==> config.mk <==
export PLATFORM = sky130hd
export DESIGN_NAME = pipe_ctrl
export DESIGN_NICKNAME = d
export VERILOG_FILES = /design/src/rtl/pipe_ctrl_pkg.sv /design/src/rtl/pipe_perf_cnt.sv /design/src/rtl/pipe_ctrl.sv
export SDC_FILE = /design/constraint.sdc
export NUM_CORES = 1
export LEC_CHECK = 0
export ABC_AREA = 1
export BUFFER_PORTS_ARGS = -buffer_cell sky130_fd_sc_hd__buf_2
export CAP_MARGIN = 20
export CORE_UTILIZATION = 40
export DETAILED_ROUTE_END_ITERATION = 7
export MAX_ROUTING_LAYER = met4
export PLACE_DENSITY = 0.86
export SLEW_MARGIN = 20
export SYNTH_ARGS = -nofsm -noshare
export SYNTH_HDL_FRONTEND = slang
export SYNTH_HIERARCHICAL = 1
export SYNTH_SLANG_ARGS = --single-unit
==> constraint.sdc <==
create_clock -name clk -period 2.13 [get_ports clk]
set_input_delay 0.3195 -clock clk [delete_from_list [all_inputs] [get_ports clk]]
set_output_delay 0.3195 -clock clk [all_outputs]
set_load 0.03 [all_outputs]
==> src/rtl/pipe_ctrl_pkg.sv <==
// Shared constants for the Y86 pipeline control unit: field widths, icodes,
// register/status encodings and the halt FSM state type.
package pipe_ctrl_pkg;

   localparam int unsigned BYTE_W = 8;
   localparam int unsigned WORD_W = 32;

   // Instruction codes
   localparam logic [BYTE_W-1:0] IHALT   = 8'h00;
   localparam logic [BYTE_W-1:0] INOP    = 8'h01;
   localparam logic [BYTE_W-1:0] IRRMOVL = 8'h02;
   localparam logic [BYTE_W-1:0] IIRMOVL = 8'h03;
   localparam logic [BYTE_W-1:0] IRMMOVL = 8'h04;
   localparam logic [BYTE_W-1:0] IMRMOVL = 8'h05;
   localparam logic [BYTE_W-1:0] IOPL    = 8'h06;
   localparam logic [BYTE_W-1:0] IJXX    = 8'h07;
   localparam logic [BYTE_W-1:0] ICALL   = 8'h08;
   localparam logic [BYTE_W-1:0] IRET    = 8'h09;
   localparam logic [BYTE_W-1:0] IPUSHL  = 8'h0A;
   localparam logic [BYTE_W-1:0] IPOPL   = 8'h0B;

   // "No register" ID
   localparam logic [BYTE_W-1:0] RNONE   = 8'h0F;

   // Stage status codes
   localparam logic [BYTE_W-1:0] SAOK    = 8'h01;
   localparam logic [BYTE_W-1:0] SHLT    = 8'h02;
   localparam logic [BYTE_W-1:0] SADR    = 8'h03;
   localparam logic [BYTE_W-1:0] SINS    = 8'h04;

   typedef enum logic {
      PC_RUN    = 1'b0,
      PC_HALTED = 1'b1
   } pc_state_e;

endpackage

==> src/rtl/pipe_perf_cnt.sv <==
// Three saturating performance counters with individual enables.
module pipe_perf_cnt #(
   parameter int unsigned CNT_W = 32
) (
   input  logic             clk,
   input  logic             rst,
   input  logic             en_cyc,
   input  logic             en_stall,
   input  logic             en_bubble,
   output logic [CNT_W-1:0] cnt_cyc,
   output logic [CNT_W-1:0] cnt_stall,
   output logic [CNT_W-1:0] cnt_bubble
);

   logic [CNT_W-1:0] cyc_q, stall_q, bubble_q;

   // Count enabled cycles, sticking at all-ones instead of wrapping
   always_ff @(posedge clk or negedge rst) begin
      if (!rst) begin
         cyc_q    <= '0;
         stall_q  <= '0;
         bubble_q <= '0;
      end else begin
         if (en_cyc    && (cyc_q    != '1)) cyc_q    <= cyc_q    + 1'b1;
         if (en_stall  && (stall_q  != '1)) stall_q  <= stall_q  + 1'b1;
         if (en_bubble && (bubble_q != '1)) bubble_q <= bubble_q + 1'b1;
      end
   end

   assign cnt_cyc    = cyc_q;
   assign cnt_stall  = stall_q;
   assign cnt_bubble = bubble_q;

endmodule

==> src/rtl/pipe_ctrl.sv <==
// Pipeline control for the five-stage Y86 core: stall/bubble generation,
// condition-code gating and a halt FSM that freezes the pipe on a bad status.
// Optional performance counters are built when PIPE_CTRL_PERF_EN is defined.
module pipe_ctrl
   import pipe_ctrl_pkg::*;
#(
   parameter int unsigned CNT_W = 32
) (
   input  logic              clk,
   input  logic              rst,
   input  logic [BYTE_W-1:0] id_icode,
   input  logic [BYTE_W-1:0] id_srcA,
   input  logic [BYTE_W-1:0] id_srcB,
   input  logic [BYTE_W-1:0] ex_icode,
   input  logic [BYTE_W-1:0] ex_dstM,
   input  logic              ex_cnd,
   input  logic [BYTE_W-1:0] mem_icode,
   input  logic [BYTE_W-1:0] mem_stat,
   input  logic [BYTE_W-1:0] wb_stat,
   output logic              if_stall,
   output logic              id_stall,
   output logic              id_bubble,
   output logic              ex_bubble,
   output logic              mem_bubble,
   output logic              wb_stall,
   output logic              ex_set_cc,
   output logic              halted,
   output logic [BYTE_W-1:0] halt_stat
`ifdef PIPE_CTRL_PERF_EN
   ,
   output logic [CNT_W-1:0]  perf_cyc,
   output logic [CNT_W-1:0]  perf_stall,
   output logic [CNT_W-1:0]  perf_bubble
`endif
);

   pc_state_e         state_q, state_d;
   logic [BYTE_W-1:0] halt_stat_q, halt_stat_d;
   logic              load_use, mispredict, ret_pend, exc_m, exc_w;

   // Hazard detection from the current stage fields
   always_comb begin
      load_use   = ((ex_icode == IMRMOVL) || (ex_icode == IPOPL)) && (ex_dstM != RNONE) &&
                   ((ex_dstM == id_srcA) || (ex_dstM == id_srcB));
      mispredict = (ex_icode == IJXX) && !ex_cnd;
      ret_pend   = (id_icode == IRET) || (ex_icode == IRET) || (mem_icode == IRET);
      exc_m      = (mem_stat != SAOK);
      exc_w      = (wb_stat != SAOK);
   end

   // Next state and pipeline-register controls; HALTED freezes everything
   always_comb begin
      state_d     = state_q;
      halt_stat_d = halt_stat_q;
      if_stall    = 1'b1;
      id_stall    = 1'b1;
      id_bubble   = 1'b0;
      ex_bubble   = 1'b0;
      mem_bubble  = 1'b1;
      wb_stall    = 1'b1;
      ex_set_cc   = 1'b0;
      unique case (state_q)
         PC_RUN: begin
            if_stall   = load_use | ret_pend;
            id_stall   = load_use;
            // Stall wins over bubble on the decode register
            id_bubble  = mispredict | (ret_pend & ~load_use);
            ex_bubble  = mispredict | load_use;
            mem_bubble = exc_m | exc_w;
            wb_stall   = exc_w;
            ex_set_cc  = (ex_icode == IOPL) & ~exc_m & ~exc_w;
            if (exc_w) begin
               state_d     = PC_HALTED;
               halt_stat_d = wb_stat;
            end
         end
         PC_HALTED: begin
            state_d = PC_HALTED;
         end
         default: begin
            state_d = PC_RUN;
         end
      endcase
   end

   // Halt FSM state and captured fault status
   always_ff @(posedge clk or negedge rst) begin
      if (!rst) begin
         state_q     <= PC_RUN;
         halt_stat_q <= SAOK;
      end else begin
         state_q     <= state_d;
         halt_stat_q <= halt_stat_d;
      end
   end

   assign halted    = (state_q == PC_HALTED);
   assign halt_stat = halt_stat_q;

`ifdef PIPE_CTRL_PERF_EN
   logic in_run;
   assign in_run = (state_q == PC_RUN);

   pipe_perf_cnt #(
      .CNT_W (CNT_W)
   ) u_perf (
      .clk        (clk),
      .rst        (rst),
      .en_cyc     (in_run),
      .en_stall   (in_run & if_stall),
      .en_bubble  (in_run & (ex_bubble | id_bubble)),
      .cnt_cyc    (perf_cyc),
      .cnt_stall  (perf_stall),
      .cnt_bubble (perf_bubble)
   );
`endif

endmodule
# Word level (Yosys, flattened, before mapping)
# Cells that the tools add are included.
# classes
order_cmp	0
reduce_logical	9
add_sub_neg	0
n_mux	9
n_mul	0
bitwise	11
n_eq_ne	12
shift	0
div_mod_pow	0
# op_table
cell	n
8-bit by 4-bit equality test with 1-bit output (second input constant)	4
8-bit by 3-bit equality test with 1-bit output (second input constant)	3
8-bit equality test	2
8-bit by 1-bit inequality test with 1-bit output (second input constant)	2
1-bit two-way mux	8
8-bit by 4-bit inequality test with 1-bit output (second input constant)	1
1-bit logical OR	4
1-bit NOT	4
1-bit bitwise OR	4
1-bit bitwise AND	3
1-bit logical AND	3
1-bit case mux with 2 select lines	1
2-bit AND reduction	1
1-bit logical NOT	1
# totals
mem_count	0
rom_bits	0
inputBits	67
latchBits	0
output_inout_bits	16
word_cells	43
ramBits	0
register_bits	9

# Longest topological paths before layout
# depth
word_depth	8
depth_mapped	10
mapped_depth_nobuf	10

# Worst setup path after synthesis
# OpenSTA, ideal clock, no wires.
# synth_path
kind	input to output
start	input ex_icode[3]
end	output ex_bubble
required_ns	1.811
arrival_ns	1.359
n_path_buf	0
cell_stages	5
slack_ns	0.452
path_cell_list	inv_2 nand2_1 nor4_1 nand2_1 a21oi_1
# synth_via
elab_chain_len	6
elab_cells_between_ends	9
classes_between	eq/ne (3); mux (1); bitwise (1); reduce/logical (4)
# synth_rtl
element	line	rtl
start, declared	pipe_ctrl.sv:14	input logic [BYTE_W-1:0] ex_icode,
8-bit by 3-bit equality test with 1-bit output or 8-bit by 4-bit equality test with 1-bit output (tied branches)	pipe_ctrl.sv:43	load_use = ((ex_icode == IMRMOVL) || (ex_icode == IPOPL)) && (ex_dstM != RNONE) &&
1-bit logical OR	pipe_ctrl.sv:43	
1-bit logical AND (2 in a row)	pipe_ctrl.sv:43	
1-bit bitwise OR (*)	pipe_ctrl.sv:68	ex_bubble = mispredict | load_use;
1-bit two-way mux (*)	pipe_ctrl.sv:62	unique case (state_q)
end, declared	pipe_ctrl.sv:23	output logic ex_bubble,
# Mark *: on every way between the ends. The rest lies on a longest branch, timed or not.

# Worst setup path in the final report
# Same ends and word-level chain as after synthesis.

==> impl_metrics.yaml <==
synthesis:
  syn-cell-area_um2: 907
  netlist_instances: 150
  synth.area.top_cells: "nand2_1 26%, dfrtp_1 22%, xnor2_1 7.7%, inv_1 6.6%, nand3_1 6.1%"
  synthXorXnorAreaFrac_pct: 7.72
  synth_seq_cells: 9
  synthAdderAreaFrac_pct: 0
  synth_top_family_by_area: "simple AND/OR/NAND/NOR gates"
  synth_nets: 217
  synth_top_area_share_pct: 26.5
  ys_warn_count: 6
  synth_top_area_cell: "nand2_1"
  yosysUniqueCellTypes: 24
  synth.area.mux_share_pct: 0
  syn_avg_cell_area_um2: 6.05
  synthSimpleGateAreaFrac_pct: 55.6
  ys_seq_area_share_pct: 25.0
  synth_compound_area_share_pct: 2.21
routing:
  first_pass_iters: 4
  drt_wl_total_um: 2440
  via_per_inst: 4.44
  routedWlPerCell_um: 9.27
  via_count: 1167
  drc: 0
  dr.first_iter.drc_count: 16
  ant_nets: 0
run_status:
  outcome: "finished clean"
layout:
  final_common_cell: "buf_2"
  area_growth_pct: 52.6
  final_area_um2: 1380
  layout_common_cells: "82 x buf_2, 64 x nand2_1, 16 x inv_1"
  antenna_cells: 0
  finalCoreUtilization_pct: 67.8
  nets: 304
  drive_gt1_share_pct: 41.9
cts:
  cts_max_level: 1
  cts_sinks: 9
  clk-insertion-delay-late_ns: 0.26
  cts_buffer_depth: 2
  cts_buffers: 3
  path_clk_slew_ns: 0.06
  cts_tree: "yes"
  clock-root-buffer: "clkbuf_4"
  ctsResizeCount: 0
worst_hold_path:
  hold_depth: 3
  hold_path_class: "input port to register"
floorplan:
  core_um2: 2040
  start_util_pct: 44.4
  ios: 83
  die_w_um: 49.6
  die_h_um: 49.6
  rows: 16
  die-area_um2: 2460
timing:
  tightest_slew_ns: 0.485
  finalSetupViolCount: 0
  tns_ns: 0
  fin_crit_ns: 1.80
  hold_viol: 0
  fin_worst_skew_ns: 0.000826
  slew_headroom_pct: 67.4
  fmax_ghz: 0.555
  slew_viol_final: 0
  rsz0062_at_grt: "no"
  fin_crit_sh_pct: 84.6
placement:
  hpwlAfterDp_um: 2170
  placed_cell_area_um2: 1350
  finalWeightedCongestion: 0.793
  portBuffers: 82
global_route:
  track_usage_pct: 22.0
  grt_pass1_wl_um: 4110
  grt_pass1_vias: 1019
  grt_max_degree: 12
  grt_overflow: 0
  antenna_found_initial: 0
critical_path:
  crit_required_ns: 1.81
  start_kind: "input port"
  endpoint_kind: "output pin"
  path_class: "input port to output pin"
  cp_max_fo: 3
  rr_worst_depth: 4
  cp.arrival_ns: 1.48
  r2r_setup_slack_ns: 1.08
pwr:
  ir_worst_vdd_v: 0.000388
  p_total_uw: 446
  power.density_nw_per_um2: 322
  p_leak_nw: 0.815
flow_run:
  maxCapViolCount: 0
## cell usage after synthesis (all sizes together)
library cell	count
a21oi	1
buf	1
clkinv	1
dfrtp	8
dfstp	1
inv	21
nand2	66
nand3	12
nand3b	1
nand4	1
nor2	16
nor3	6
nor4	4
o21ai	3
xnor2	8
## timing repair
item                                    4_1_cts  5_1_grt
hold endpoints to repair                      8        0
buffers inserted                              0        0
hold buffers                                  1        0
endpoints found under the setup margin        0        0
## metal layers
metal,wire (um),vias up,global-route usage [%]
li1,-,635,-
met2,1240,49,40.5
met3,202,0,5.56
met1,998,483,24.2
met4,0,0,2.86
met5,0,-,-
## stage by stage
step | instances | setup WS, ns | hold WS (ns)
5_1_grt | 263 | 0.175 | 0.283
6_report | 263 | 0.327 | 0.287
3_3_place_gp | 258 | 0.433 | 0.174
3_5_place_dp | 258 | 0.316 | 0.183
4_1_cts | 263 | 0.304 | 0.281
2_1_floorplan | 150 | 0.452 | 0.0239
## logic make-up after synthesis
family / count (synthesis)
AOI/OAI and AO/OA: 4
xor gates and xnor gates: 8
buffers and inverters: 23
DFF: 9
and+or+nand+nor: 106
## layout make-up
type / count / area, um^2
fill: 223 / 658
multi-input combinational: 118 / 594
timing repair buffer: 83 / 420
tap: 27 / 33.8
sequential: 9 / 226
clock buffer: 4 / 26.3
inverter: 22 / 82.6
## sequential cells by signal, summed over array words and instances, names as in the netlist
register / cells
halted: 1
halt_stat: 8
## path summary, 6_finish.rpt
check	startpoint	end
worst max-delay path	ex_icode[3]	ex_bubble
worst min-delay path	wb_stat[0]	halt_stat[0]
worst max register to register	halted	halt_stat[4]
worst min register to register	halt_stat[1]	halt_stat[1]
max in group asynchronous	rst	halt_stat[0]
min in group asynchronous	rst	halt_stat[2]
## worst max-delay path, stage by stage
cell and delay [ns]:
buf_2 0.10, inv_2 0.05, nand2_1 0.07, nor4_1 0.43, nand2_1 0.11, a21oi_1 0.18, buf_2 0.22
## power breakdown
part / total [mW] / switching (mW) / internal, mW
Sequential: 0.173 / 0.000508 / 0.172
Clock: 0.130 / 0.0578 / 0.0721
Combinational: 0.143 / 0.0694 / 0.0734
Power figures use the tool's default switching activity.
